===== config.mk =====
export PLATFORM = sky130hd
export DESIGN_NAME = i2c_bit_ctrl
export DESIGN_NICKNAME = d
export VERILOG_FILES = /design/src/rtl/i2c_pkg.sv /design/src/rtl/i2c_bit_timer.sv /design/src/rtl/i2c_bit_ctrl.sv
export SDC_FILE = /design/constraint.sdc
export NUM_CORES = 1
export LEC_CHECK = 0
export BUFFER_PORTS_ARGS = -buffer_cell sky130_fd_sc_hd__clkbuf_2
export CAP_MARGIN = 20
export CORE_AREA = 2 2 50 62
export DETAILED_ROUTE_END_ITERATION = 10
export DIE_AREA = 0 0 52 64
export PLACE_DENSITY = 0.77
export SYNTH_ARGS = -nofsm -noshare
export SYNTH_HDL_FRONTEND = slang
export SYNTH_SLANG_ARGS = --single-unit

===== constraint.sdc =====
create_clock -name Clk -period 2.7 [get_ports Clk]
set_clock_uncertainty 0.05 [all_clocks]
set_input_delay 0.135 -clock Clk [delete_from_list [all_inputs] [get_ports Clk]]
set_output_delay 0.135 -clock Clk [all_outputs]
set_load 0.02 [all_outputs]

===== src/rtl/i2c_pkg.sv =====
// Shared encodings for the I2C bit-level sequencer: command codes, FSM states
// and the per-phase open-drain drive table.
package i2c_pkg;

  typedef enum logic [1:0] {
    CMD_START = 2'b00,
    CMD_STOP  = 2'b01,
    CMD_WRITE = 2'b10,
    CMD_READ  = 2'b11
  } cmd_t;

  typedef enum logic [2:0] {
    IDLE = 3'd0,
    PH_A = 3'd1,
    PH_B = 3'd2,
    PH_C = 3'd3,
    PH_D = 3'd4
  } state_t;

  // Line levels are listed A..D from MSB to LSB; result is {scl_oe, sda_oe}.
  function automatic logic [1:0] phase_oe(cmd_t cmd, state_t ph, logic din);
    logic [3:0] scl_lvl;
    logic [3:0] sda_lvl;
    int         idx;
    case (cmd)
      CMD_START: begin scl_lvl = 4'b1110; sda_lvl = 4'b1100;     end
      CMD_STOP:  begin scl_lvl = 4'b0111; sda_lvl = 4'b0001;     end
      CMD_WRITE: begin scl_lvl = 4'b0110; sda_lvl = {4{din}};    end
      default:   begin scl_lvl = 4'b0110; sda_lvl = 4'b1111;     end
    endcase
    case (ph)
      PH_A:    idx = 3;
      PH_B:    idx = 2;
      PH_C:    idx = 1;
      default: idx = 0;
    endcase
    return {~scl_lvl[idx], ~sda_lvl[idx]};
  endfunction

endpackage


===== src/rtl/i2c_bit_timer.sv =====
// Quarter-bit pacing timer: Start restarts the count, Stop freezes it, Out
// pulses on the last of every Ticks running cycles.
module i2c_bit_timer #(
  parameter int SIZE = 8
) (
  input  logic            Clk,
  input  logic            Rst_n,
  input  logic            Start,
  input  logic            Stop,
  input  logic [SIZE-1:0] Ticks,
  output logic            Out
);

  logic [SIZE-1:0] cnt;
  logic            wrap;

  assign wrap = (cnt == Ticks - SIZE'(1));
  assign Out  = !Start && !Stop && wrap;

  always_ff @(posedge Clk or negedge Rst_n) begin
    if (!Rst_n)
      cnt <= '0;
    else if (Start)
      cnt <= '0;
    else if (!Stop)
      cnt <= wrap ? '0 : cnt + SIZE'(1);
  end

endmodule


===== src/rtl/i2c_bit_ctrl.sv =====
// Bit-level I2C master sequencer: runs one START/STOP/WRITE/READ as four timed
// phases. Define I2C_CLK_STRETCH_EN to honour slave clock stretching.
module i2c_bit_ctrl
  import i2c_pkg::*;
#(
  parameter int SIZE = 8
) (
  input  logic            Clk,
  input  logic            Rst_n,
  input  logic [SIZE-1:0] ClkDiv,
  input  logic [1:0]      Cmd,
  input  logic            CmdValid,
  output logic            CmdReady,
  input  logic            Din,
  output logic            Dout,
  output logic            Done,
  output logic            ArbLost,
  output logic            Busy,
  input  logic            SclIn,
  input  logic            SdaIn,
  output logic            SclOe,
  output logic            SdaOe
);

  state_t     state;
  cmd_t       cmd_q;
  logic       din_q;
  logic [1:0] sda_sync;
  logic       sda_s;
  logic       accept;
  logic       tick;
  logic       stretch;
  logic       arb_hit;
  logic       mid_phase;

  assign sda_s     = sda_sync[1];
  assign CmdReady  = (state == IDLE) && (ClkDiv != '0);
  assign Busy      = (state != IDLE);
  assign accept    = CmdValid && CmdReady;
  assign mid_phase = (state == PH_B) || (state == PH_C);
  assign arb_hit   = mid_phase && (cmd_q == CMD_WRITE) && din_q && !sda_s;

`ifdef I2C_CLK_STRETCH_EN
  logic [1:0] scl_sync;
  always_ff @(posedge Clk or negedge Rst_n) begin
    if (!Rst_n) scl_sync <= 2'b11;
    else        scl_sync <= {scl_sync[0], SclIn};
  end
  assign stretch = mid_phase && !scl_sync[1];
`else
  logic unused_scl;
  assign unused_scl = SclIn;
  assign stretch    = 1'b0;
`endif

  always_ff @(posedge Clk or negedge Rst_n) begin
    if (!Rst_n) sda_sync <= 2'b11;
    else        sda_sync <= {sda_sync[0], SdaIn};
  end

  i2c_bit_timer #(.SIZE(SIZE)) u_timer (
    .Clk   (Clk),
    .Rst_n (Rst_n),
    .Start (accept),
    .Stop  (!Busy || stretch),
    .Ticks (ClkDiv),
    .Out   (tick)
  );

  always_ff @(posedge Clk or negedge Rst_n) begin
    if (!Rst_n) begin
      state   <= IDLE;
      cmd_q   <= CMD_START;
      din_q   <= 1'b0;
      SclOe   <= 1'b0;
      SdaOe   <= 1'b0;
      Done    <= 1'b0;
      ArbLost <= 1'b0;
      Dout    <= 1'b0;
    end else begin
      Done    <= 1'b0;
      ArbLost <= 1'b0;
      if (state == IDLE) begin
        if (accept) begin
          cmd_q          <= cmd_t'(Cmd);
          din_q          <= Din;
          state          <= PH_A;
          {SclOe, SdaOe} <= phase_oe(cmd_t'(Cmd), PH_A, Din);
        end
      end else if (arb_hit) begin
        // Another master owns SDA: back off completely, no Done.
        ArbLost        <= 1'b1;
        SclOe          <= 1'b0;
        SdaOe          <= 1'b0;
        state          <= IDLE;
      end else if (tick) begin
        if (state == PH_C && cmd_q == CMD_READ)
          Dout <= sda_s;
        if (state == PH_D) begin
          state <= IDLE;
          Done  <= 1'b1;
        end else begin
          state          <= state_t'(state + 3'd1);
          {SclOe, SdaOe} <= phase_oe(cmd_q, state_t'(state + 3'd1), din_q);
        end
      end
    end
  end

endmodule


## After elaboration in Yosys (flattened, before gate mapping)

Index checks and enable logic that the tools add are counted.

- Input port bits: 16
- Flip-flop bits (word level): 21
- Output and inout port bits: 7
- Word-level logic and storage cells: 116

- Muxes and demuxes: 59
- Add/sub/neg operators: 3
- Equality and inequality tests: 14
- Order comparisons: 2
- Bitwise logic cells: 6
- Reduce and logical (&&, ||, !) cells: 22

Operators by type and width:

| cell | count |
|---|---|
| 2-to-1 mux 32 bit | 6 |
| less-than comparator 32 x 4 -> 1 bit, second input constant | 2 |
| 2-to-1 mux 4 bit | 12 |
| 2-to-1 mux 1 bit | 24 |
| 2-to-1 mux 8 bit | 3 |
| one-hot mux 4 bit (3 select lines) | 2 |
| one-hot mux 4 bit (2 select lines) | 2 |
| 2-to-1 mux 3 bit | 5 |
| == test 3 x 2 -> 1 bit, second input constant | 4 |
| adder 8 x 1 -> 8 bit, second input constant | 1 |
| binary-select mux 1 bit (select 2 bit) | 4 |
| == test 8 bit | 1 |
| logical AND 1 bit | 8 |
| nonzero test 8 bit | 1 |
| subtractor 8 x 1 -> 8 bit, second input constant | 1 |
| == test 2 bit, second input constant | 3 |
| inverter 1 bit | 6 |
| one-hot mux 2 bit (3 select lines) | 1 |
| nonzero test 3 bit | 2 |
| == test 2 x 1 -> 1 bit, second input constant | 2 |
| zero test 2 bit | 2 |
| AND reduction 2 bit | 2 |
| AND reduction 4 bit | 1 |
| adder 3 x 1 -> 3 bit, second input constant | 1 |
| 9 further kinds | 10 |

## Depth between registers and ports, before layout

- Depth in word-level cells: 17
- Mapped depth: 10
- Depth with buffers taken out: 8

## Modules after synthesis

Synthesis repeated with hierarchy kept, for this count alone.

- Cell total of the unflattened synthesis: 154
- Area total of the unflattened synthesis: 1529.0 um^2

By module, submodules not included:

| module | times used | cells each | sequential area each (um^2) | area each (um^2) |
|---|---|---|---|---|
| i2c_bit_ctrl | 1 | 70 | 327.8 | 800.8 |
| i2c_bit_timer | 1 | 84 | 200.2 | 728.2 |

## Least setup slack after synthesis

Ideal clock, no wire load.

- Path type: reg2reg
- Start: reg state[0]
- End: reg state[0]
- Data arrival time: 2.219 ns
- Clock period less this slack: 2.396 ns
- Cell stages (with the launch flop): 10
- Required time: 2.524 ns
- Path slack: 0.304 ns
- Path buffers: 2
- Setup time: 0.126 ns
- Path through: dfrtp_1 -> inv_1 -> ha_1 -> clkbuf_1 -> nor2b_1 -> inv_1 -> clkbuf_1 -> nor2_2 -> a21oi_1 -> a311o_1

- Elaborated cells on any way between the ends: 22
- Classes of those cells: add/sub: 1; eq/ne: 4; mux: 4; reduce/logical: 13

RTL lines:

| element | line | text |
|---|---|---|
| start: declaration | i2c_bit_ctrl.sv:25 | `state_t state;` |
| start signal: assignment | i2c_bit_ctrl.sv:103 | `state <= state_t'(state + 3'd1);` |
| nonzero test 3 bit | i2c_bit_ctrl.sv:38 | `assign Busy = (state != IDLE);` |
| named net Busy | i2c_bit_ctrl.sv:18 | `output logic Busy,` |
| logical AND 1 bit (2 in series) | i2c_bit_timer.sv:18 | `assign Out = !Start && !Stop && wrap;` |
| nonzero test 3 bit (no line) | n/a |  |
| AND reduction 2 bit (no line) | n/a |  |

The timed path passes the listed nets, and every way through them passes these cells. The select of a mux whose other input is x is not followed.
A chain may end at the register's enable or synchronous reset.

## Worst setup path after layout

- Start: reg cmd_q[0]
- End: reg state[1]

- Longest elaborated chain between the ends: 6
- Elaborated cells on any way between the ends: 8
- Classes of those cells: eq/ne: 1; mux: 2; reduce/logical: 5

RTL lines:

| element | line | text |
|---|---|---|
| start: declaration | i2c_bit_ctrl.sv:26 | `cmd_t cmd_q;` |
| start signal: assignment | i2c_bit_ctrl.sv:85 | `cmd_q <= cmd_t'(Cmd);` |
| == test 2 bit * | i2c_bit_ctrl.sv:41 | `assign arb_hit = mid_phase && (cmd_q == CMD_WRITE) && din_q && !sda_s;` |
| logical AND 1 bit * (3 in series) | i2c_bit_ctrl.sv:41 |  |
| nonzero test 3 bit (no line) / 2-to-1 mux 3 bit (equally long branches) | n/a |  |
| AND reduction 2 bit (no line) / 2-to-1 mux 3 bit (equally long branches) | n/a |  |

Every way passes the cells marked *; elsewhere a longest branch is shown, timed or not.

==> flow_metrics.tcl <==
set metrics [dict create \
    cts_hold_buf 2 \
    setup_violations 0 \
    hold_start "Din" \
    worstHoldPathCells 2 \
    first_pass_iters 4 \
    total_power_mw 1.49 \
    cts_num_sinks 21 \
    netlist.area_leader.share_pct 32.2 \
    hold_class "input pin to flip-flop" \
    path_buf_inv 0 \
    post_drt_wl_per_cell_um 15.4 \
    ant_nets 0 \
    routabilityCongestion 0.960 \
    syn-num-nets 196 \
    cts_resized 0 \
    cts_tree "done" \
    irDropWorstVdd_uv 517 \
    grt_use_met1_pct 27.2 \
    cellPowerDensity_mw_per_mm2 888 \
    finalInstanceArea_sq_mm 0.00168 \
    required_ns 2.86 \
    hold_end "din_q" \
    synth-edff-count 0 \
    ys_warn_count 0 \
    dpl-instance-area_sq_mm 0.00163 \
    worstSkewPairLatency_ns 0.32 \
    drt_iter0_drc 44 \
    rsz0062_at_grt "false" \
    htreeDepth 1 \
    start_util_pct 54.5 \
    cts-root-buf "clkbuf_4" \
    status "finished, final reports clean" \
    drc 0 \
    fin_crit_ns 2.35 \
    drt-total-wl_um 3560 \
    grt-busiest-layer "met2" \
    clock_path_buffers 2 \
    avgSynthCellArea_sq_um 8.58 \
    drive_gt1_share_pct 20.3 \
    relSlewSlack_pct 46.0 \
    end_kind "flip-flop" \
    die_w_um 52 \
    crit_family "simple AND/OR/NAND/NOR gates" \
    synth_area_leaders "dfrtp_1 32%, xnor2_1 7.1%, ha_1 6.8%" \
    cts_setup_buffers 0 \
    critPathSlowestCell "nor4bb_1" \
    worstSetupStartpointType "flip-flop" \
    p_clk_share_pct 10.7 \
    die_h_um 64 \
    synthArstFlopShare_pct 100 \
    crit_chain "nor4bb_1, o21ai_0, and2_1, nand2_1, nor3_1, a221o_1" \
    use_met3_pct 1.64 \
    fillers 233 \
    r2r-end "state[1]" \
    antenna_found_initial 0 \
    synth_most_common_cell "nand2_1" \
    vias_per_cell 6.16 \
    synthCells 172 \
    yosysUniqueCellTypes 46 \
    arrival_ns 2.51 \
    port_buffers 21 \
    core_sq_mm 0.00271 \
    cts_buffers 3 \
    critPathKind "flip-flop to flip-flop" \
    grt_pass1_vias 1298 \
    p_seq_share_pct 37.5 \
    maxCapViolCount 0 \
    area_delta_synth_final_pct 13.9 \
    worst_pin_slew_ns 0.800 \
    r2r_setup_slack_ns 0.35 \
    syn_area_sq_mm 0.00148 \
    io_pins 23 \
    fin_nets 222 \
    cpPeakStageDelay_ns 0.56 \
    synth_ff_type "dfrtp_1" \
    p_leak_nw 0.723 \
    p_int_mw 0.816 \
    clk_pin_slew_ns 0.13 \
    ys_seq_area_share_pct 35.8 \
    grt_util_met2_pct 43.4 \
    worstSetupStartpoint "cmd_q[0]" \
    grt_max_degree 22 \
    period_share_pct 87.0 \
    vias 1422 \
    rows 21 \
    power_switching_mw 0.676 \
    comb_power_share_pct 51.9 \
    hpwl_um 2650 \
    fin_setup_tns_ns 0 \
    ys_ff_latch 21 \
    antenna_cells 0 \
    yosysTopAreaCell "dfrtp_1" \
    die-area_sq_mm 0.00333 \
    synth_commonest_cells "21 x nand2_1, 19 x dfrtp_1, 16 x o21ai_0" \
    grt_overflow 0 \
    fmax_mhz 426 \
    switching_share_pct 45.3 \
    grt_util_all_layers_pct 23.1 \
    ff2ff_path_depth 6 \
    grt_pass1_wl_um 5910 \
    crit_fanout 8 \
    rr_startpoint "cmd_q[0]" \
    drv_slew 0 \
    finalHoldViolations 0 \
]
[layout make-up]
class                      count  area [sq um]  area share [%]
tap                           34          42.5            2.53
sequential                    21           528            31.4
multi-input combinational    135           886            52.7
clock inverter                 1          5.00           0.298
timing repair buffer          28           163            9.68
inverter                       9          33.8            2.01
clock buffer                   3          22.5            1.34
[placed cells by master (no fill, tap or decap), types with 2 or more instances in the layout]
master	count
ha_1	8
a211oi_1	4
nand2b_1	2
nor2b_1	2
xnor2_1	12
nor3_1	7
o22ai_1	2
buf_4	5
inv_1	9
o211ai_1	3
clkbuf_4	3
nand2_1	21
nand4_1	2
mux2_2	4
clkbuf_2	21
o311ai_0	2
nand3_1	3
dfrtp_1	19
dfstp_2	2
dlygate4sd3_1	2
a21oi_1	5
o31ai_1	2
o21ai_0	16
nor2_1	13
nor4_1	4
[power by group through the flow]
| stage | logic (mW) | registers, mW | clock network [mW] |
|---|---|---|---|
| floorplan | 0.552 | 0.540 | 0 |
| global placement | 0.721 | 0.551 | 0 |
| detailed placement | 0.760 | 0.560 | 0 |
| CTS | 0.767 | 0.555 | 0.157 |
| global route | 0.861 | 0.575 | 0.169 |
| finish | 0.774 | 0.559 | 0.159 |
[sequential cells by signal (all words and copies together), names as in the netlist]
| signal | flops |
|---|---|
| SclOe | 1 |
| SdaOe | 1 |
| Dout | 1 |
| ArbLost | 1 |
| din_q | 1 |
| cmd_q | 2 |
| Done | 1 |
| state | 3 |
| sda_sync | 2 |
| u_timer.cnt | 8 |
[metrics by stage]
stage / util, % / setup slack [ns] / instances / hold slack [ns]
after floorplan: - / 0.304 / 172 / -0.211
after global placement: 60.3 / 0.357 / 225 / 0.0771
after detailed placement: 60.3 / 0.293 / 225 / 0.0813
after CTS: 62.1 / 0.437 / 231 / 0.0347
after global routing: 62.1 / 0.254 / 231 / 0.0312
final: 62.1 / 0.351 / 231 / 0.0229
[worst max-delay path by stage]
| stage | endpoint | slack, ns | cells past startpoint |
|---|---|---|---|
| floorplan | state[0] | 0.30 | 9 |
| global placement | state[0] | 0.36 | 8 |
| detailed placement | state[0] | 0.29 | 8 |
| CTS | state[1] | 0.44 | 6 |
| global route | SclOe | 0.25 | 7 |
| finish | state[1] | 0.35 | 6 |
[routing by layer]
| metal | share of wire (%) | up-vias |
|---|---|---|
| met5 | 0 | - |
| met4 | 1.3 | 0 |
| met3 | 5.0 | 9 |
| met2 | 56 | 50 |
| met1 | 38 | 688 |
| li1 | - | 675 |
[cell families (layout without fill, tap and decap cells)]
family	Yosys count	in the layout	share of synthesized area [%]
mux	5	5	3.73
simple gates	65	65	22.1
flops	21	21	35.8
xor+xnor	13	13	7.72
buf+inv	16	41	4.16
fa+ha+maj	8	8	6.79
compound gates	44	44	19.8
No activity file was read; power rests on OpenSTA's default activity.
